===== src/rtl/gray_pkg.sv =====
// Shared definitions for the Gray/binary converters: the default code width and
// loop-based reference conversions in both directions.
package gray_pkg;

    localparam int DEFAULT_GRAY_W = 4;

    function automatic logic [DEFAULT_GRAY_W-1:0] gray2bin(input logic [DEFAULT_GRAY_W-1:0] g);
        logic [DEFAULT_GRAY_W-1:0] b;
        b[DEFAULT_GRAY_W-1] = g[DEFAULT_GRAY_W-1];
        for (int i = DEFAULT_GRAY_W - 2; i >= 0; i--) begin
            b[i] = b[i+1] ^ g[i];
        end
        return b;
    endfunction

    function automatic logic [DEFAULT_GRAY_W-1:0] bin2gray(input logic [DEFAULT_GRAY_W-1:0] b);
        return b ^ (b >> 1);
    endfunction

endpackage


===== src/rtl/gray2bin_comb.sv =====
// Combinational Gray-to-binary conversion: each binary bit is the XOR of all
// Gray bits from the MSB down to that position.
module gray2bin_comb
    import gray_pkg::*;
#(
    parameter int WIDTH = DEFAULT_GRAY_W
) (
    input  logic [WIDTH-1:0] g,
    output logic [WIDTH-1:0] b
);

    // Each bit is reduced independently so there is no ripple through b itself.
    for (genvar i = 0; i < WIDTH; i++) begin : g_bit
        assign b[i] = ^g[WIDTH-1:i];
    end

endmodule


===== src/rtl/gray2bin_reg.sv =====
// Gray-to-binary converter with a one-cycle registered output and valid flag,
// plus a zero-latency combinational copy of the conversion.
module gray2bin_reg
    import gray_pkg::*;
#(
    parameter int WIDTH = DEFAULT_GRAY_W
) (
    input  logic             clk,
    input  logic             rst,
    input  logic [WIDTH-1:0] g,
    input  logic             in_valid,
    output logic [WIDTH-1:0] b_comb,
    output logic [WIDTH-1:0] b,
    output logic             out_valid
);

    gray2bin_comb #(.WIDTH(WIDTH)) u_conv (
        .g (g),
        .b (b_comb)
    );

    // Data only loads on valid, so an undriven g while idle never reaches b.
    always_ff @(posedge clk or posedge rst) begin
        if (rst) begin
            b         <= '0;
            out_valid <= 1'b0;
        end else begin
            out_valid <= in_valid;
            if (in_valid) b <= b_comb;
        end
    end

endmodule


===== config.mk =====
export PLATFORM = sky130hd
export DESIGN_NAME = gray2bin_reg
export DESIGN_NICKNAME = d
export VERILOG_FILES = /design/src/rtl/gray_pkg.sv /design/src/rtl/gray2bin_comb.sv /design/src/rtl/gray2bin_reg.sv
export SDC_FILE = /design/constraint.sdc
export NUM_CORES = 1
export LEC_CHECK = 0
export CAP_MARGIN = 25
export CELL_PAD_IN_SITES_DETAIL_PLACEMENT = 1
export CELL_PAD_IN_SITES_GLOBAL_PLACEMENT = 1
export CORE_AREA = 2 2 39 41
export DETAILED_ROUTE_END_ITERATION = 10
export DIE_AREA = 0 0 41 43
export PLACE_DENSITY_LB_ADDON = 0.05
export SKIP_LAST_GASP = 1
export SLEW_MARGIN = 30
export SYNTH_ARGS = -nofsm -noshare
export SYNTH_HDL_FRONTEND = slang
export SYNTH_SLANG_ARGS = --single-unit

===== constraint.sdc =====
create_clock -name clk -period 2.4 [get_ports clk]
set_input_delay 0.36 -clock clk [delete_from_list [all_inputs] [get_ports clk]]
set_output_delay 0.36 -clock clk [all_outputs]
set_load 0.005 [all_outputs]

==> impl_metrics.json <==
{
  "cts_max_level": 1,
  "drc": 0,
  "max_cap_viol_count": 0,
  "r2r-end": "b[0]$_DFFE_PP0P_",
  "r2r_cells": 1,
  "via_count": 179,
  "track_usage": 0.0811,
  "crit_required_ps": 2040,
  "core_area_sq_um": 1380,
  "yosys.cell_types.count": 8,
  "insertion_delay_ps": 230,
  "drive_above_1_share": 0.303,
  "cts_tree": "yes",
  "grt_overflow": 0,
  "yosysTopAreaCellShare": 0.532,
  "finalHoldViolations": 0,
  "vdd_drop_max_v": 0.000246,
  "yosys_warnings": 0,
  "critPathMaxFanout": 3,
  "yosys.area.top_type": "dfrtp_1",
  "cts_hold_buf": 0,
  "seq_area_frac_synth": 0.532,
  "finClkSkew_ps": 0,
  "avgSynthCellArea_sq_um": 16.8,
  "worst_pin_slew_ps": 226,
  "cts_buffers": 3,
  "finalWirelength_um": 483,
  "place_area_sq_um": 405,
  "grt_pass1_wl_um": 834,
  "p_leak_nw": 0.188,
  "cts_sinks": 5,
  "root_buffer": "clkbuf_4",
  "startpoint_type": "input port",
  "slew_violations": 0,
  "cts_resized": 0,
  "post_drt_via_cell_ratio": 3.65,
  "ant_nets": 0,
  "fmax_mhz": 430,
  "post-dp-hpwl_um": 410,
  "endpoint_kind": "output pin",
  "r2r_slack_ps": 1650,
  "ys_seq_elements": 5,
  "wl_per_cell_um": 9.86,
  "clk_pin_slew_ps": 40,
  "postCtsSetupBuffers": 0,
  "antenna_found_initial": 0,
  "final_common_cell": "clkdlybuf4s50_1",
  "fin_crit_sh": 0.969,
  "syn-cell-area_sq_um": 235,
  "port_buffers": 15,
  "fin_crit_ps": 2320,
  "drtIter0Drc": 3,
  "setup-violations-final": 0,
  "relSlewSlack": 0.849,
  "path_class": "in -> out",
  "synthesis.nets": 21,
  "layout_common_cells": "clkdlybuf4s50_1 (15), dfrtp_1 (5), mux2_2 (3), clkbuf_4 (3)",
  "fp.dieW_um": 41,
  "fin_nets": 41,
  "synthTopCellsByArea": "dfrtp_1 (53%), mux2_2 (14%), xor3_2 (11%)",
  "ioPinCount": 16,
  "dr.pass1.iters": 2,
  "stdcell_area_sq_um": 432,
  "die_h_um": 43,
  "cellPowerDensity_nw_per_um2": 666,
  "area_growth_pct": 83.5,
  "r2r_start": "b[0]$_DFFE_PP0P_",
  "status": "complete, no violations",
  "gp_congestion": 0.590,
  "tns_ps": 0,
  "diodes": 0,
  "die_area_sq_um": 1760,
  "rsz0062_at_grt": "false",
  "grt_pass1_vias": 192,
  "whs_ps": 321,
  "rows": 14,
  "worstPathArrival_ps": 1960,
  "syn_inst": 14,
  "grt_max_degree": 6,
  "min-delay-path-class": "in -> async",
  "initial_core_util": 0.170,
  "cts_buffer_depth": 2
}
[through the flow]
step	power (mW)	instances	setup slack, ps	utilization
after floorplan	0.136	14	1040	-
after global placement	0.194	45	29.6	0.293
after detailed placement	0.195	45	37.4	0.293
after CTS	0.295	49	19.2	0.312
after global routing	0.316	49	7.56	0.312
final	0.288	49	75.5	0.312
[cells in the mapped netlist]
| library cell | count |
|---|---|
| dfrtp_1 | 5 |
| mux2_2 | 3 |
| buf_4 | 1 |
| inv_1 | 1 |
| mux2_4 | 1 |
| xor2_1 | 1 |
| xor2_2 | 1 |
| xor3_2 | 1 |
[power breakdown]
part           internal [mW]  total [mW]  switching (mW)
Combinational         0.0639      0.0885          0.0246
Clock                 0.0627      0.0955          0.0327
Sequential            0.0974       0.104         0.00625
Total                  0.224       0.288          0.0636
[how the worst max path moves through the flow]
stage          from          endpoint  slack [ps]  cells past startpoint
2_1_floorplan  g[3]  b[0]$_DFFE_PP0P_        1040                      3
3_3_place_gp   g[3]         b_comb[0]          30                      4
3_5_place_dp   g[3]         b_comb[0]          40                      4
4_1_cts        g[3]         b_comb[0]          20                      4
5_1_grt        g[1]         b_comb[0]           8                      4
6_report       g[1]         b_comb[0]          80                      4
[sequential cells by signal (all words and copies together) (netlist names)]
register and flops:
b 4, out_valid 1
[metal layers]
metal	up-vias	share of wire	global-route usage
li1	85	-	-
met3	0	0.15	0.0681
met2	12	0.46	0.0938
met4	0	0	0.0800
met1	82	0.40	0.0828
met5	-	0	0
[worst max-delay path, stage by stage]
cell             delay, ps
clkdlybuf4s50_1        460
xor3_2                 470
xor2_2                 160
clkdlybuf4s50_1        520
[cell type report]
cell class                 count  area, sq um
multi-input combinational      7         98.8
sequential                     5          125
clock buffer                   4         26.3
timing repair buffer          16          158
tap                           16         20.0
fill                         149          952
inverter                       1         3.75
[cells by family after synthesis]
group     synth area share
xor+xnor             0.213
buf+inv             0.0479
flops                0.532
mux                  0.207
Power figures use the tool's default switching activity.
